$ cat config.mk
export PLATFORM = sky130hd
export DESIGN_NAME = logic_op_sequencer_flat
export DESIGN_NICKNAME = d
export VERILOG_FILES = /design/src/rtl/logic_pkg.sv /design/src/rtl/logic_op_sequencer_if.sv /design/src/rtl/logic_op_sequencer_btn_pulse.sv /design/src/rtl/logic_op_sequencer.sv /design/src/flat_wrapper.sv
export SDC_FILE = /design/constraint.sdc
export NUM_CORES = 1
export LEC_CHECK = 0
export CAP_MARGIN = 20
export CORE_MARGIN = 1
export CORE_UTILIZATION = 42
export CTS_BUF_LIST = sky130_fd_sc_hd__clkbuf_4
export DETAILED_ROUTE_END_ITERATION = 16
export HOLD_SLACK_MARGIN = 0.08
export PLACE_DENSITY_LB_ADDON = 0.05
export SLEW_MARGIN = 30
export SYNTH_ARGS = -nofsm -noshare
export SYNTH_HDL_FRONTEND = slang
export SYNTH_SLANG_ARGS = --single-unit
$ cat constraint.sdc
create_clock -name clk -period 1.9 [get_ports clk]
set_clock_uncertainty 0.15 [all_clocks]
set_input_delay 0.38 -clock clk [delete_from_list [all_inputs] [get_ports clk]]
set_output_delay 0.38 -clock clk [all_outputs]
set_load 0.02 [all_outputs]
$ cat src/rtl/logic_pkg.sv
// Shared encodings and widths for the logic-unit sequencer (modes, FSM states, onehot helper).
// No logic of its own; imported by the interface, top and button sub-module.
package logic_pkg;

  localparam int NIB_W  = 4;
  localparam int BYTE_W = 8;

  typedef enum logic [1:0] {
    MODE_AND = 2'd0,
    MODE_OR  = 2'd1,
    MODE_XOR = 2'd2,
    MODE_NOT = 2'd3
  } mode_e;

  typedef enum logic [1:0] {
    S_IDLE    = 2'd0,
    S_CAPTURE = 2'd1,
    S_SHOW    = 2'd2
  } state_e;

  // Bit i set for mode i; matches the {not, xor, or, and} enable ordering.
  function automatic logic [3:0] mode_onehot(input mode_e m);
    return 4'b0001 << m;
  endfunction

endpackage

$ cat src/rtl/logic_op_sequencer_if.sv
// Operand/enable/result bundle between the sequencer (master) and the logic unit bank (slave).
// Purely combinational wiring; no handshake, the bank answers within the same cycle.
interface logic_op_sequencer_if;
  import logic_pkg::*;

  logic [NIB_W-1:0]  op_x;
  logic [NIB_W-1:0]  op_y;
  logic [BYTE_W-1:0] op_z;
  logic              en_and;
  logic              en_or;
  logic              en_xor;
  logic              en_not;
  logic [NIB_W-1:0]  and_res;
  logic [NIB_W-1:0]  or_res;
  logic [NIB_W-1:0]  xor_res;
  logic [BYTE_W-1:0] not_res;

  modport master (
    output op_x, op_y, op_z, en_and, en_or, en_xor, en_not,
    input  and_res, or_res, xor_res, not_res
  );

  modport slave (
    input  op_x, op_y, op_z, en_and, en_or, en_xor, en_not,
    output and_res, or_res, xor_res, not_res
  );

endinterface

$ cat src/rtl/logic_op_sequencer_btn_pulse.sv
// Button front end: 2-flop sync, optional debouncer (LOGSEQ_DEBOUNCE_EN), falling-edge pulse.
// Press-to-pulse: 2 cycles, or 2+DEBOUNCE_CYCLES with the debouncer; one pulse per press.
module btn_pulse #(
  parameter int unsigned DEBOUNCE_CYCLES = 50000,
  parameter int          CNT_W           = 16
) (
  input  logic clk,
  input  logic rst,
  input  logic btn_n,
  output logic pulse
);

  logic sync1_q, sync1_d;
  logic sync2_q, sync2_d;
  logic prev_q, prev_d;
  logic lvl;

  always_comb begin
    sync1_d = btn_n;
    sync2_d = sync1_q;
    prev_d  = lvl;
  end

  always_ff @(posedge clk) begin
    if (rst) begin
      sync1_q <= 1'b1;
      sync2_q <= 1'b1;
      prev_q  <= 1'b1;
    end else begin
      sync1_q <= sync1_d;
      sync2_q <= sync2_d;
      prev_q  <= prev_d;
    end
  end

`ifdef LOGSEQ_DEBOUNCE_EN
  logic             deb_q, deb_d;
  logic [CNT_W-1:0] cnt_q, cnt_d;

  // Counter only runs while the sample disagrees; any agreeing sample restarts it.
  always_comb begin
    deb_d = deb_q;
    cnt_d = '0;
    if (sync2_q != deb_q) begin
      if (cnt_q == CNT_W'(DEBOUNCE_CYCLES - 1)) begin
        deb_d = sync2_q;
      end else begin
        cnt_d = cnt_q + CNT_W'(1);
      end
    end
  end

  always_ff @(posedge clk) begin
    if (rst) begin
      deb_q <= 1'b1;
      cnt_q <= '0;
    end else begin
      deb_q <= deb_d;
      cnt_q <= cnt_d;
    end
  end

  assign lvl = deb_q;
`else
  assign lvl = sync2_q;
`endif

  assign pulse = prev_q & ~lvl;

endmodule

$ cat src/rtl/logic_op_sequencer.sv
// Mode/load sequencer for the logic unit bank; optional button debounce via LOGSEQ_DEBOUNCE_EN.
// Load pulse at T -> operands/enables after T, result + 1-cycle result_valid after T+1; no backpressure.
module logic_op_sequencer
  import logic_pkg::*;
#(
  parameter int unsigned DEBOUNCE_CYCLES = 16'd50000,
  parameter int          CNT_W           = 16
) (
  input  logic                  clk,
  input  logic                  rst,
  input  logic [BYTE_W-1:0]     sw_in,
  input  logic                  btn_mode_n,
  input  logic                  btn_load_n,
  logic_op_sequencer_if.master  unit,
  output logic [1:0]            mode,
  output logic [BYTE_W-1:0]     result,
  output logic                  result_valid
);

  logic mode_p;
  logic load_p;

  btn_pulse #(.DEBOUNCE_CYCLES(DEBOUNCE_CYCLES), .CNT_W(CNT_W)) u_mode_btn (
    .clk   (clk),
    .rst   (rst),
    .btn_n (btn_mode_n),
    .pulse (mode_p)
  );

  btn_pulse #(.DEBOUNCE_CYCLES(DEBOUNCE_CYCLES), .CNT_W(CNT_W)) u_load_btn (
    .clk   (clk),
    .rst   (rst),
    .btn_n (btn_load_n),
    .pulse (load_p)
  );

  state_e            state_q, state_d;
  mode_e             mode_q, mode_d;
  mode_e             op_mode_q, op_mode_d;
  logic [NIB_W-1:0]  op_x_q, op_x_d;
  logic [NIB_W-1:0]  op_y_q, op_y_d;
  logic [BYTE_W-1:0] op_z_q, op_z_d;
  logic [3:0]        en_q, en_d;
  logic [BYTE_W-1:0] result_q, result_d;
  logic              result_valid_q, result_valid_d;

  always_comb begin
    state_d        = state_q;
    mode_d         = mode_q;
    op_mode_d      = op_mode_q;
    op_x_d         = op_x_q;
    op_y_d         = op_y_q;
    op_z_d         = op_z_q;
    en_d           = en_q;
    result_d       = result_q;
    result_valid_d = 1'b0;

    if (mode_p && (state_q != S_CAPTURE)) begin
      mode_d = mode_e'(mode_q + 2'd1);
    end

    case (state_q)
      S_IDLE, S_SHOW: begin
        // Load captures the pre-increment mode when both buttons fire together.
        if (load_p) begin
          op_x_d    = sw_in[7:4];
          op_y_d    = sw_in[3:0];
          op_z_d    = sw_in;
          op_mode_d = mode_q;
          en_d      = mode_onehot(mode_q);
          state_d   = S_CAPTURE;
        end
      end
      S_CAPTURE: begin
        case (op_mode_q)
          MODE_AND: result_d = {{(BYTE_W-NIB_W){1'b0}}, unit.and_res};
          MODE_OR:  result_d = {{(BYTE_W-NIB_W){1'b0}}, unit.or_res};
          MODE_XOR: result_d = {{(BYTE_W-NIB_W){1'b0}}, unit.xor_res};
          default:  result_d = unit.not_res;
        endcase
        result_valid_d = 1'b1;
        state_d        = S_SHOW;
      end
      default: state_d = S_IDLE;
    endcase
  end

  always_ff @(posedge clk) begin
    if (rst) begin
      state_q        <= S_IDLE;
      mode_q         <= MODE_AND;
      op_mode_q      <= MODE_AND;
      op_x_q         <= '0;
      op_y_q         <= '0;
      op_z_q         <= '0;
      en_q           <= '0;
      result_q       <= '0;
      result_valid_q <= 1'b0;
    end else begin
      state_q        <= state_d;
      mode_q         <= mode_d;
      op_mode_q      <= op_mode_d;
      op_x_q         <= op_x_d;
      op_y_q         <= op_y_d;
      op_z_q         <= op_z_d;
      en_q           <= en_d;
      result_q       <= result_d;
      result_valid_q <= result_valid_d;
    end
  end

  assign unit.op_x   = op_x_q;
  assign unit.op_y   = op_y_q;
  assign unit.op_z   = op_z_q;
  assign unit.en_and = en_q[0];
  assign unit.en_or  = en_q[1];
  assign unit.en_xor = en_q[2];
  assign unit.en_not = en_q[3];
  assign mode         = mode_q;
  assign result       = result_q;
  assign result_valid = result_valid_q;

endmodule

$ cat src/flat_wrapper.sv
// flat-port wrapper written by rule: the top's interface ports become plain ports
module logic_op_sequencer_flat import logic_pkg::*;
#(
  parameter int unsigned DEBOUNCE_CYCLES = 16'd50000,
  parameter int          CNT_W           = 16
)
  (clk, rst, sw_in, btn_mode_n, btn_load_n, mode, result, result_valid, unit_op_x, unit_op_y, unit_op_z, unit_en_and, unit_en_or, unit_en_xor, unit_en_not, unit_and_res, unit_or_res, unit_xor_res, unit_not_res);
  logic_op_sequencer_if unit_i ();
  input  logic clk;
  input  logic rst;
  input  logic [BYTE_W-1:0] sw_in;
  input  logic btn_mode_n;
  input  logic btn_load_n;
  output logic [1:0] mode;
  output logic [BYTE_W-1:0] result;
  output logic result_valid;
  output wire logic [$bits(unit_i.op_x)-1:0] unit_op_x;
  output wire logic [$bits(unit_i.op_y)-1:0] unit_op_y;
  output wire logic [$bits(unit_i.op_z)-1:0] unit_op_z;
  output wire logic [$bits(unit_i.en_and)-1:0] unit_en_and;
  output wire logic [$bits(unit_i.en_or)-1:0] unit_en_or;
  output wire logic [$bits(unit_i.en_xor)-1:0] unit_en_xor;
  output wire logic [$bits(unit_i.en_not)-1:0] unit_en_not;
  input wire logic [$bits(unit_i.and_res)-1:0] unit_and_res;
  input wire logic [$bits(unit_i.or_res)-1:0] unit_or_res;
  input wire logic [$bits(unit_i.xor_res)-1:0] unit_xor_res;
  input wire logic [$bits(unit_i.not_res)-1:0] unit_not_res;
  assign unit_op_x = unit_i.op_x;
  assign unit_op_y = unit_i.op_y;
  assign unit_op_z = unit_i.op_z;
  assign unit_en_and = unit_i.en_and;
  assign unit_en_or = unit_i.en_or;
  assign unit_en_xor = unit_i.en_xor;
  assign unit_en_not = unit_i.en_not;
  assign unit_i.and_res = unit_and_res;
  assign unit_i.or_res = unit_or_res;
  assign unit_i.xor_res = unit_xor_res;
  assign unit_i.not_res = unit_not_res;
  logic_op_sequencer #(.DEBOUNCE_CYCLES(DEBOUNCE_CYCLES), .CNT_W(CNT_W)) u_core (.clk(clk), .rst(rst), .sw_in(sw_in), .btn_mode_n(btn_mode_n), .btn_load_n(btn_load_n), .unit(unit_i), .mode(mode), .result(result), .result_valid(result_valid));
endmodule
==> results_dict.tcl, run 1 <==
set metrics [dict create \
    hold_buffers 0 \
    path_buf_inv 1 \
    coreArea_mm2 0.00305 \
    post-cts-setup-buffers 0 \
    max_freq_mhz 549 \
    start_util_pct 44.0 \
    rsz0062_at_grt "no" \
    clockBufferDepth 2 \
    hold_path_class "register to register" \
    synth_compound_area_share_pct 11.1 \
    overflow 0 \
    pre_cts_slack_ns 0.243 \
    hp-start "u_core.u_mode_btn.sync1_q$_SDFF_PP1_" \
    ant_nets 0 \
    yosysUniqueCellTypes 24 \
    cp-startpoint "u_core.unit.op_z[1]$_SDFFE_PP0P_" \
    io_buffers 62 \
    synthXorXnorAreaFrac_pct 0 \
    synth_area_leaders "dfxtp_1, nand2_1, a21oi_1" \
    die_h_um 58.6 \
    dp_hpwl_um 2030 \
    final.min_clock_period_ns 1.82 \
    grt_max_degree 34 \
    wl_per_cell_um 11.4 \
    netlist_instances 144 \
    synth_commonest_cells "nand2_1, dfxtp_1, a21oi_1" \
    finalCritPeriodShare_pct 95.9 \
    power.leakage_nw 0.744 \
    drc 0 \
    cp.arrival_ns 1.29 \
    clk_latency_ns 0.33 \
    setup_tns_ns 0 \
    antenna_found_initial 0 \
    crit_family "buffers and inverters" \
    crit_slowest_cell "clkdlybuf4s50_1" \
    synth_most_common_cell "nand2_1" \
    placed_cells_incl_taps 237 \
    status "complete, no violations" \
    maxCapViolations 0 \
    htree_levels 2 \
    wl_um 2770 \
    diodes 0 \
    gp_congestion 0.741 \
    ys.flop_type "dfxtp_1" \
    syn2layout_area_growth_pct 48.6 \
    crit_path_end_kind "output pin" \
    slew_headroom_pct 63.2 \
    fin_ws_ns 0.0783 \
    placedInstanceArea_mm2 0.00195 \
    synth.area.mux_share_pct 6.70 \
    mappedNetlistNets 180 \
    yosysTopAreaCell "dfxtp_1" \
    avgSynthCellArea_um2 9.33 \
    crit_path_max_fanout 3 \
    fin_area_mm2 0.00200 \
    drv_slew 0 \
    crit_chain "clkdlybuf4s50_1" \
    synth_warnings 0 \
    nets 236 \
    yosysTopAreaCellShare_pct 49.2 \
    fp.dieW_um 58.6 \
    pin_count 63 \
    grt_pass1_vias 1032 \
    power_per_cell_area_mw_per_mm2 627 \
    cts-root-buf "clkbuf_4" \
    drt-pass1-iter-count 4 \
    start_kind "register" \
    final_hold_viol_count 0 \
    cts_made_buffers 5 \
    r2r-start "u_core.state_q[0]$_SDFFE_PP0P_" \
    die_area_mm2 0.00343 \
    synthArstFlopShare_pct 0 \
    cp.required_ns 1.37 \
    track_usage_pct 18.2 \
    cts_tree "yes" \
    drt-initial-drc-count 53 \
    slowest_delay_ns 0.61 \
    synth_area_mm2 0.00134 \
    clk_pin_slew_worst_paths_ns 0.09 \
    synth_fa_ha_area_share_pct 3.72 \
    worst_pin_slew_ns 0.552 \
    finalSetupViolations 0 \
    viasPerCell 4.63 \
    yosysSeqAreaShare_pct 49.2 \
    final_cells 244 \
    synth_top_family_by_area "simple AND/OR/NAND/NOR gates" \
    grt_first_pass_wirelength_um 4550 \
    via_count 1129 \
    cts.sinks 33 \
    synth_edf_count 0 \
    vdd_drop_max_mv 0.444 \
    drive_gt1_share_pct 11.0 \
    yosys.area_share.simple_pct 20.7 \
    synth-seq-cells 33 \
    path_class "register to output pin" \
    final_util_pct 65.4 \
    rows 20 \
]
path summary, 6_finish.rpt:
kind,slack (ns),depth (start not counted),end
setup / recovery,0.08,1,unit_op_y[1]
hold / removal,0.27,1,u_core.u_mode_btn.lvl$_SDFF_PP1_
setup reg to reg,0.40,3,u_core.unit.op_z[5]$_SDFFE_PP0P_
hold reg to reg,0.27,1,u_core.u_mode_btn.lvl$_SDFF_PP1_
cells by family after synthesis:
group,count (synthesis)
adders and majority gates,4
and+or+nand+nor,58
DFF,33
buffers and inverters,18
muxes,4
AOI/OAI and AO/OA,27
per-layer routing:
layer | GRT usage, % | vias up | wire length (um)
met1 | 21.4 | 510 | 1140
met2 | 29.7 | 30 | 1430
met4 | 8.16 | 0 | 50
li1 | - | 583 | -
met5 | 0 | - | 0
met3 | 6.59 | 6 | 151
flip-flops by register name (all words and copies together) (netlist names):
name                       count
u_core.en_q                    4
u_core.mode                    2
u_core.op_mode_q               2
u_core.result                  8
u_core.result_valid            1
u_core.state_q                 2
u_core.u_load_btn.lvl          1
u_core.u_load_btn.prev_q       1
u_core.u_load_btn.sync1_q      1
u_core.u_mode_btn.lvl          1
u_core.u_mode_btn.prev_q       1
u_core.u_mode_btn.sync1_q      1
u_core.unit.op_z               8
placed cells by master (no fill, tap or decap):
| cell | synthesis | routed |
|---|---|---|
| a21oi_1 | 20 | 20 |
| a21oi_2 | 1 | 1 |
| a22oi_1 | 4 | 4 |
| and4b_1 | 1 | 1 |
| buf_12 | 0 | 1 |
| buf_4 | 8 | 2 |
| clkbuf_4 | 0 | 6 |
| clkdlybuf4s50_1 | 0 | 58 |
| clkinv_1 | 0 | 1 |
| dfxtp_1 | 33 | 33 |
| dlygate4sd2_1 | 0 | 2 |
| dlymetal6s2s_1 | 0 | 2 |
| ha_1 | 4 | 4 |
| inv_1 | 2 | 2 |
| mux4_2 | 4 | 4 |
| nand2_1 | 35 | 35 |
| nand2_2 | 1 | 1 |
| nand2b_1 | 2 | 2 |
| nand3b_1 | 1 | 1 |
| nor2_1 | 6 | 6 |
| nor2b_1 | 1 | 1 |
| nor3b_2 | 1 | 1 |
| o21ai_0 | 2 | 2 |
| or2_2 | 6 | 6 |
| or2b_1 | 1 | 1 |
| or3_1 | 1 | 1 |
| or3b_1 | 2 | 2 |
area by class of cell:
type	count	area [um^2]
clock buffers	6	45.0
clock inverters	1	3.75
fillers	286	1060
inverters	2	7.51
multi-input cells	93	567
flip-flops and latches	33	661
well taps	44	55.1
repair buffers	65	658
stage by stage:
stage / hold slack, ns / total power [mW]
after floorplan: 0.239 / 0.811
after global placement: 0.248 / 0.908
after detailed placement: 0.243 / 0.912
after CTS: 0.269 / 1.27
after global routing: 0.303 / 1.32
final: 0.271 / 1.25
power breakdown:
group | total [mW] | switching [mW] | internal [mW]
logic | 0.173 | 0.0664 | 0.107
clock network | 0.359 | 0.211 | 0.148
registers | 0.719 | 0.0111 | 0.708
repair_timing:
action | in CTS | in global routing
setup endpoints to repair | 2 | 2
resized for setup | 2 | 2
pin swaps | 0 | 0
worst reg2reg max path, stage by stage (launching register included):
cell,delay [ns]
dfxtp_1,0.36
or3b_1,0.64
nand2_1,0.17
a21oi_1,0.07
No activity file was read; power rests on OpenSTA's default activity.
==> run 2: changes to the inputs <==
- CTS_CLUSTER_SIZE: not set -> 30
==> results of run 2 <==
Same layout as run 1: the final DEF is identical, and so are final timing and power.
